===== src/rtl/pipelined_alu_if.sv =====
// Request/response bundle for pipelined_alu.
// master drives requests and out_ready_i; slave is the ALU side.
interface pipelined_alu_if #(
    parameter int DWIDTH = 8
) ();
    logic              in_valid_i;
    logic              in_ready_o;
    logic [2:0]        sel_i;
    logic [DWIDTH-1:0] op1_i;
    logic [DWIDTH-1:0] op2_i;
    logic              flush_i;
    logic              out_valid_o;
    logic              out_ready_i;
    logic [DWIDTH-1:0] res_o;
    logic              zero_o;
    logic              neg_o;
    logic              carry_o;
    logic              ovf_o;
    logic              busy_o;

    modport master (
        output in_valid_i, sel_i, op1_i, op2_i, flush_i, out_ready_i,
        input  in_ready_o, out_valid_o, res_o,
        input  zero_o, neg_o, carry_o, ovf_o, busy_o
    );

    modport slave (
        input  in_valid_i, sel_i, op1_i, op2_i, flush_i, out_ready_i,
        output in_ready_o, out_valid_o, res_o,
        output zero_o, neg_o, carry_o, ovf_o, busy_o
    );
endinterface


===== src/rtl/pipelined_alu.sv =====
// Pipelined ALU: combinational op then STAGES elastic register stages.
// Ports: clk, rst (async active-low), bus (pipelined_alu_if.slave).
module pipelined_alu #(
    parameter int DWIDTH = 8,
    parameter int STAGES = 3
) (
    input logic           clk,
    input logic           rst,
    pipelined_alu_if.slave bus
);
    localparam int SHW = $clog2(DWIDTH);
    localparam int MSB = DWIDTH - 1;

    typedef struct packed {
        logic [DWIDTH-1:0] res;
        logic              zero;
        logic              neg;
        logic              carry;
        logic              ovf;
    } ent_t;

    ent_t              alu_d;
    ent_t              data_q [STAGES];
    logic [STAGES-1:0] valid_q;
    logic [STAGES-1:0] adv;
    logic              in_rdy;
    logic              accept;

    logic [DWIDTH:0]   sum;
    logic [DWIDTH:0]   dif;
    logic [SHW-1:0]    sh;
    logic [DWIDTH-1:0] a;
    logic [DWIDTH-1:0] b;

    assign a   = bus.op1_i;
    assign b   = bus.op2_i;
    assign sh  = b[SHW-1:0];
    assign sum = {1'b0, a} + {1'b0, b};
    assign dif = {1'b0, a} - {1'b0, b};

    always_comb begin
        alu_d = '0;
        unique case (bus.sel_i)
            3'd0: begin
                alu_d.res   = sum[DWIDTH-1:0];
                alu_d.carry = sum[DWIDTH];
                alu_d.ovf   = (a[MSB] == b[MSB]) && (sum[MSB] != a[MSB]);
            end
            3'd1: begin
                // top bit of the widened difference is the borrow
                alu_d.res   = dif[DWIDTH-1:0];
                alu_d.carry = dif[DWIDTH];
                alu_d.ovf   = (a[MSB] != b[MSB]) && (dif[MSB] != a[MSB]);
            end
            3'd2: alu_d.res = a & b;
            3'd3: alu_d.res = a | b;
            3'd4: alu_d.res = a ^ b;
            3'd5: alu_d.res = a << sh;
            3'd6: alu_d.res = a >> sh;
            3'd7: alu_d.res = $signed(a) >>> sh;
            default: alu_d.res = '0;
        endcase
        alu_d.zero = (alu_d.res == '0);
        alu_d.neg  = alu_d.res[MSB];
    end

    // A stage may load when it is empty or its contents move on.
    always_comb begin
        logic nxt;
        adv = '0;
        nxt = !valid_q[STAGES-1] || bus.out_ready_i;
        adv[STAGES-1] = nxt;
        for (int k = STAGES - 2; k >= 0; k--) begin
            nxt    = !valid_q[k] || nxt;
            adv[k] = nxt;
        end
    end

    // rst term keeps in_ready low while reset is held.
    assign in_rdy = rst && !bus.flush_i && adv[0];
    assign accept = bus.in_valid_i && in_rdy;

    always_ff @(posedge clk or negedge rst) begin
        if (!rst) begin
            valid_q <= '0;
            for (int k = 0; k < STAGES; k++) begin
                data_q[k] <= '0;
            end
        end else if (bus.flush_i) begin
            valid_q <= '0;
        end else begin
            if (adv[0]) begin
                valid_q[0] <= accept;
                if (accept) begin
                    data_q[0] <= alu_d;
                end
            end
            for (int k = 1; k < STAGES; k++) begin
                if (adv[k]) begin
                    valid_q[k] <= valid_q[k-1];
                    if (valid_q[k-1]) begin
                        data_q[k] <= data_q[k-1];
                    end
                end
            end
        end
    end

    assign bus.in_ready_o  = in_rdy;
    assign bus.out_valid_o = valid_q[STAGES-1];
    assign bus.res_o       = data_q[STAGES-1].res;
    assign bus.zero_o      = data_q[STAGES-1].zero;
    assign bus.neg_o       = data_q[STAGES-1].neg;
    assign bus.carry_o     = data_q[STAGES-1].carry;
    assign bus.ovf_o       = data_q[STAGES-1].ovf;
    assign bus.busy_o      = |valid_q;
endmodule


===== src/flat_wrapper.sv =====
// flat-port wrapper written by rule: the top's interface ports become plain ports
module pipelined_alu_flat 
#(
    parameter int DWIDTH = 8,
    parameter int STAGES = 3
)
  (clk, rst, bus_in_valid_i, bus_sel_i, bus_op1_i, bus_op2_i, bus_flush_i, bus_out_ready_i, bus_in_ready_o, bus_out_valid_o, bus_res_o, bus_zero_o, bus_neg_o, bus_carry_o, bus_ovf_o, bus_busy_o);
  pipelined_alu_if #(.DWIDTH(DWIDTH)) bus_i ();
  input logic clk;
  input logic rst;
  input wire logic [$bits(bus_i.in_valid_i)-1:0] bus_in_valid_i;
  input wire logic [$bits(bus_i.sel_i)-1:0] bus_sel_i;
  input wire logic [$bits(bus_i.op1_i)-1:0] bus_op1_i;
  input wire logic [$bits(bus_i.op2_i)-1:0] bus_op2_i;
  input wire logic [$bits(bus_i.flush_i)-1:0] bus_flush_i;
  input wire logic [$bits(bus_i.out_ready_i)-1:0] bus_out_ready_i;
  output wire logic [$bits(bus_i.in_ready_o)-1:0] bus_in_ready_o;
  output wire logic [$bits(bus_i.out_valid_o)-1:0] bus_out_valid_o;
  output wire logic [$bits(bus_i.res_o)-1:0] bus_res_o;
  output wire logic [$bits(bus_i.zero_o)-1:0] bus_zero_o;
  output wire logic [$bits(bus_i.neg_o)-1:0] bus_neg_o;
  output wire logic [$bits(bus_i.carry_o)-1:0] bus_carry_o;
  output wire logic [$bits(bus_i.ovf_o)-1:0] bus_ovf_o;
  output wire logic [$bits(bus_i.busy_o)-1:0] bus_busy_o;
  assign bus_i.in_valid_i = bus_in_valid_i;
  assign bus_i.sel_i = bus_sel_i;
  assign bus_i.op1_i = bus_op1_i;
  assign bus_i.op2_i = bus_op2_i;
  assign bus_i.flush_i = bus_flush_i;
  assign bus_i.out_ready_i = bus_out_ready_i;
  assign bus_in_ready_o = bus_i.in_ready_o;
  assign bus_out_valid_o = bus_i.out_valid_o;
  assign bus_res_o = bus_i.res_o;
  assign bus_zero_o = bus_i.zero_o;
  assign bus_neg_o = bus_i.neg_o;
  assign bus_carry_o = bus_i.carry_o;
  assign bus_ovf_o = bus_i.ovf_o;
  assign bus_busy_o = bus_i.busy_o;
  pipelined_alu #(.DWIDTH(DWIDTH), .STAGES(STAGES)) u_core (.clk(clk), .rst(rst), .bus(bus_i));
endmodule

===== config.mk =====
export PLATFORM = sky130hd
export DESIGN_NAME = pipelined_alu_flat
export DESIGN_NICKNAME = d
export VERILOG_FILES = /design/src/rtl/pipelined_alu_if.sv /design/src/rtl/pipelined_alu.sv /design/src/flat_wrapper.sv
export SDC_FILE = /design/constraint.sdc
export NUM_CORES = 1
export LEC_CHECK = 0
export ABC_AREA = 1
export CORE_MARGIN = 3
export CORE_UTILIZATION = 45
export DETAILED_ROUTE_END_ITERATION = 12
export GPL_TIMING_DRIVEN = 0
export HOLD_SLACK_MARGIN = 0.1
export PLACE_DENSITY = 0.78
export SLEW_MARGIN = 0
export SYNTH_ARGS = -nofsm -noshare
export SYNTH_HDL_FRONTEND = slang
export SYNTH_SLANG_ARGS = --single-unit

===== constraint.sdc =====
create_clock -name clk -period 2.25 [get_ports clk]
set_input_delay 0.225 -clock clk [delete_from_list [all_inputs] [get_ports clk]]
set_output_delay 0.225 -clock clk [all_outputs]
set_load 0.1 [all_outputs]

== After elaboration in Yosys (flattened, before gate mapping) ==
Cells that the tools add are included.

* Register bits after elaboration: 39
* Bits of input ports: 24
* Output and inout port bits: 15
* Logic and storage cells: 65

* Add/subtract/negate cells: 2
* Equality and inequality tests: 11
* Shifts and indexed selects: 3
* Multiplexer cells: 6
* Bitwise gates (word level): 4
* Reduce and logical (&&, ||, !) cells: 21

{| class="wikitable"
|+ Operator list
! kind !! count
|-
| case mux 8 bit (8 select lines) || 1
|-
| equality test 3 bit, second input constant || 4
|-
| adder 8 x 8 -> 9 bit || 1
|-
| AND reduction 3 bit || 3
|-
| subtractor 8 x 8 -> 9 bit || 1
|-
| AND 8 bit || 1
|-
| logical NOT 8 bit || 1
|-
| OR 8 bit || 1
|-
| left shift 8 x 3 -> 8 bit || 1
|-
| >> shifter 8 x 3 -> 8 bit || 1
|-
| >>> shifter 8 x 3 -> 8 bit || 1
|-
| bitwise XOR 8 bit || 1
|-
| equality test 3 x 2 -> 1 bit, second input constant || 2
|-
| nonzero test 2 bit || 3
|-
| logical AND 1 bit || 5
|-
| logical NOT 1 bit || 4
|-
| case mux 2 bit (2 select lines) || 1
|-
| equality test 3 x 1 -> 1 bit, second input constant || 1
|-
| logical NOT 3 bit || 1
|-
| logical OR 1 bit || 3
|-
| 2-to-1 mux 1 bit || 3
|-
| 2-to-1 mux 3 bit || 1
|-
| != test 1 bit || 3
|-
| OR reduction 3 bit || 1
|-
| 2 further kinds || 2
|}

== Logic depth before layout (Yosys ltp) ==
* Depth in word-level cells: 8
* Mapped depth: 17
* Gate-level depth less buffers: 15

== Worst setup path after synthesis ==
No wires, ideal clock.

* Path kind: register to register
* From: register u_core.valid_q[2]
* To: register u_core.data_q (netlist bit u_core.bus.res_o[0])
* Library setup time: 125 ps
* Arrival: 1,944 ps
* Data required time: 2,125 ps
* Path slack: 181 ps
* Stages on the path, launching flop included: 5
* Buffers on the path: 1
* Clock period less this slack: 2,069 ps
* Cell sequence: dfrtp_1 > nand2_1 > nand2_1 > clkbuf_1 > mux2_2

* Cells in the longest elaborated chain, start to end: 3

{| class="wikitable"
|+ Ends and longest elaborated chain
! item !! line !! RTL
|-
| from (decl) || pipelined_alu.sv:24 || <nowiki>logic [STAGES-1:0] valid_q;</nowiki>
|-
| from (signal, indexed assignment) || pipelined_alu.sv:100 || <nowiki>valid_q[k] <= valid_q[k-1];</nowiki>
|-
| logical NOT 1 bit || pipelined_alu.sv:71 || <nowiki>nxt = !valid_q[STAGES-1] || bus.out_ready_i;</nowiki>
|-
| logical OR 1 bit || pipelined_alu.sv:71 ||
|-
| AND reduction 3 bit (no line) || - ||
|-
| to (signal, indexed assignment) || pipelined_alu.sv:102 || <nowiki>data_q[k] <= data_q[k-1];</nowiki>
|-
| to (decl) || pipelined_alu.sv:23 || <nowiki>ent_t data_q [STAGES];</nowiki>
|}

No other way between the ends.
A chain may end at the register's enable or synchronous reset.

== Worst setup path in the final report ==
* From: input bus_op2_i[0]
* To: register u_core.data_q[34] in the netlist's numbering

* Cells in the longest elaborated chain, start to end: 2
* Elaborated cells between the ends (all ways): 6
* Classes of those cells: 2 x add/sub; 3 x shift; 1 x mux

{| class="wikitable"
|+ Ends and longest elaborated chain
! item !! line !! RTL
|-
| from (decl) || flat_wrapper.sv:14 || <nowiki>input wire logic [$bits(bus_i.op2_i)-1:0] bus_op2_i;</nowiki>
|-
| subtractor 8 x 8 -> 9 bit (tied with other cells) || pipelined_alu.sv:39 || <nowiki>assign dif = {1'b0, a} - {1'b0, b};</nowiki>
|-
| case mux 8 bit (8 select lines) * || pipelined_alu.sv:43 || <nowiki>unique case (bus.sel_i)</nowiki>
|}

Mark *: on every way between the ends. The rest lies on a longest branch, timed or not.

==> metrics.yaml <==
pwr:
  p_per_area_mw_per_mm2: 659
  p_leak_nw: 2.12
  irDropWorstVdd_mv: 0.278
sta:
  maxSlewViolCount: 0
  slew_headroom: 0.350
  timing.final.crit_share: 0.956
  setup_viol: 0
  max_freq_mhz: 465
  worst_pin_slew_ns: 0.971
  rsz0062_at_grt: "no"
  setup_tns_ns: 0
  hold_ws_ns: 0.426
  period_needed_ns: 2.15
  finalHoldViolations: 0
  clock_skew_ns: 0.00544
logic_synthesis:
  synth_ff_type: "dfrtp_1"
  ys_seq_elements: 36
  synth-warning-count: 0
  ys_seq_area_frac: 0.280
  synthDistinctLibCells: 34
  syn_nets: 536
  syn_area_per_cell_um2: 6.64
  async_flop_share: 1.00
  synth-edff-count: 0
  yosys-top-cells-area: "dfrtp_1 28%, nand2_1 18%, ha_1 9.7%"
  syn-instance-count: 485
  synthesis.area_mm2: 0.00322
  synth_top_area_cell: "dfrtp_1"
  netlist.area_leader.share: 0.280
cells_and_area:
  fillCellCount: 688
  layout-drive-gt1-share: 0.128
  regArea_um2: 901
  post-route-util: 0.573
  multi_input_area_mm2: 0.00200
  layout.nets: 583
  antenna_cells: 0
  area_growth_pct: 22.1
grt:
  grt-ovfl-total: 0
  antenna_found_initial: 0
  grt_pass1_vias: 3102
  grt_pass1_wl_mm: 14.3
  track_usage: 0.210
  grt_start_max_net_pins: 37
min_path:
  min_path_type: "in2reg"
  hold_depth: 6
route:
  drt-vias-per-instance: 5.16
  drtPass1Iterations: 6
  drc: 0
  drtAntennaViolNets: 0
  drtIter0Drc: 174
  drt_wl_total_mm: 8.44
  routedWlPerCell_um: 13.4
  vias: 3246
floorplan:
  ios: 39
  die_y_um: 90.6
  dieArea_mm2: 0.00821
  initial_utilization: 0.469
  num_rows: 30
  die-width_um: 90.6
  core_mm2: 0.00687
place:
  io_buffers: 37
  dp_hpwl_mm: 6.70
  place_congestion: 0.902
outcome:
  status: "finished clean"
setup_path:
  cp_max_fo: 3
  crit_path_end_kind: "register"
  r2r-end: "u_core.data_q[27]$_DFFE_PN0P_"
  r2r_cells: 11
  r2r_start: "u_core.valid_q[2]$_DFFE_PN0P_"
  start_kind: "primary input"
  arrival_ns: 2.31
  worstSetupStartpoint: "bus_op2_i[0]"
  slowest_stage: "clkdlybuf4s50_1"
  reg2reg_slack_ns: 0.62
  path_class: "in2reg"
  worst_path_largest_cell_delay_ns: 0.51
  crit_family: "buffers and inverters"
  required_ns: 2.41
  endpoint: "u_core.data_q[34]$_DFFE_PN0P_"
  crit_cells: 12
  crit_chain: "clkdlybuf4s50_1 -> ha_1 -> inv_1 -> fa_1 -> inv_1 -> nand4_1 -> nand3_1 -> nand2_1 -> nand3_1 -> nand4_1 -> nand2_1 -> o21ai_0"
  cp_num_buf_inv: 3
job:
  maxCapViolCount: 0
clock_network:
  clk_pin_slew_worst_paths_ns: 0.06
  cts_buffers: 5
  htree_levels: 2
  clockRootBuffer: "clkbuf_8"
  cts_sinks: 36
  clockBufferDepth: 2
  clkLatencyLatePin_ns: 0.28
  cts_tree: "yes"
==> placed cells by master, fill, tap and decap left out, types with 2 or more instances in the layout <==
cell type	instances
buf_6	5
a21oi_2	2
buf_4	11
nor2_1	36
nand3_2	2
clkbuf_8	6
nor2_2	2
inv_2	5
a31oi_1	4
nand2_2	6
nor3_1	2
o21ai_1	4
nand2_1	148
buf_2	6
ha_1	23
dlygate4sd2_1	2
nand3_1	57
mux2_2	12
clkbuf_1	5
nand4_1	9
o211ai_1	2
dlymetal6s2s_1	5
dfrtp_1	36
inv_1	55
o21ai_0	23
fa_1	2
clkdlybuf4s50_1	27
a21oi_1	15
==> layer usage <==
metal,track usage,vias up,share of wire
li1,-,1645,-
met1,0.266,1476,0.43
met2,0.370,109,0.49
met3,0.0258,16,0.054
met4,0.0638,0,0.021
met5,0,-,0
==> synthesized netlist by cell type (2+ instances only) <==
cell      instances
xor2_1            2
o21ai_1           4
nor3_1            2
nand3_1          58
nor2_1           37
a21oi_1          18
dfrtp_1          36
buf_4            10
o21ai_0          23
clkbuf_1          4
fa_1              2
a31oi_1           4
o211ai_1          2
buf_6             2
mux2_2           12
nand4_1           9
inv_1            57
inv_2             4
buf_2             8
nand2_1         153
ha_1             25
==> power by group <==
part	switching [mW]	total, mW	internal, mW
combinational	0.878	1.29	0.408
sequential	0.0704	0.857	0.786
clock	0.201	0.450	0.249
total	1.15	2.59	1.44
==> cell families (layout without fill, tap and decap cells) <==
group           after synthesis  count (layout)  share of synthesized area
compound gates               55              55                     0.0913
xor+xnor                      2               2                    0.00544
fa+ha+maj                    27              27                      0.110
buf+inv                      86             134                      0.120
flops                        36              36                      0.280
mux                          12              12                     0.0420
simple gates                267             267                      0.352
==> flip-flops by register name, indices dropped and copies added (netlist names) <==
signal and cells:
u_core.data_q 22, u_core.bus.res_o 7, u_core.bus.ovf_o 1, u_core.bus.neg_o 1, u_core.bus.carry_o 1, u_core.bus.zero_o 1
u_core.valid_q 3
==> cell type report <==
type / instances / area share
buffer: 24 / 0.0464
clock buffer: 8 / 0.0229
inverter: 62 / 0.0598
multi-input combinational: 363 / 0.507
sequential: 36 / 0.229
tap: 96 / 0.0305
timing repair buffer: 40 / 0.104
==> worst reg2reg max path, stage by stage, from the launching register on <==
cell and delay [ns]:
dfrtp_1 0.39, nand2_1 0.11, nor2_1 0.06, nand2_1 0.09, nand3_1 0.24, nor2_1 0.17, nand3_1 0.12, a21oi_1 0.13
nand2_1 0.06, nor2_1 0.10, nand2_1 0.06, nand2_1 0.05
==> worst min-delay path by stage <==
stage                     slack [ns]                     startpoint                             end
after floorplan                -0.07                            rst  u_core.bus.carry_o$_DFFE_PN0P_
after global placement          0.46  u_core.data_q[25]$_DFFE_PN0P_   u_core.data_q[25]$_DFFE_PN0P_
after detailed placement        0.34                            rst    u_core.bus.neg_o$_DFFE_PN0P_
after CTS                       0.42                   bus_sel_i[2]   u_core.data_q[25]$_DFFE_PN0P_
after global routing            0.48                   bus_sel_i[2]   u_core.data_q[25]$_DFFE_PN0P_
final                           0.43                   bus_sel_i[2]   u_core.data_q[25]$_DFFE_PN0P_
==> per-stage QoR <==
stage	cells	setup WS [ns]	power [mW]	instance area (um2)
2_1_floorplan	485	0.181	1.80	3220
3_3_place_gp	618	-1.27	2.08	3710
3_5_place_dp	618	-0.521	2.12	3710
4_1_cts	629	0.00830	2.59	3870
5_1_grt	629	0.00962	2.75	3930
6_report	629	0.0994	2.59	3930
==> what timing repair did <==
action                                  in CTS  in global routing
pin swaps                                    5                  4
buffers inserted                             1                  0
endpoints found under the setup margin       9                  6
endpoints found under the hold margin       36                  0
gates resized for setup                     19                 23
hold buffers                                 2                  0
Power figures use the tool's default switching activity.
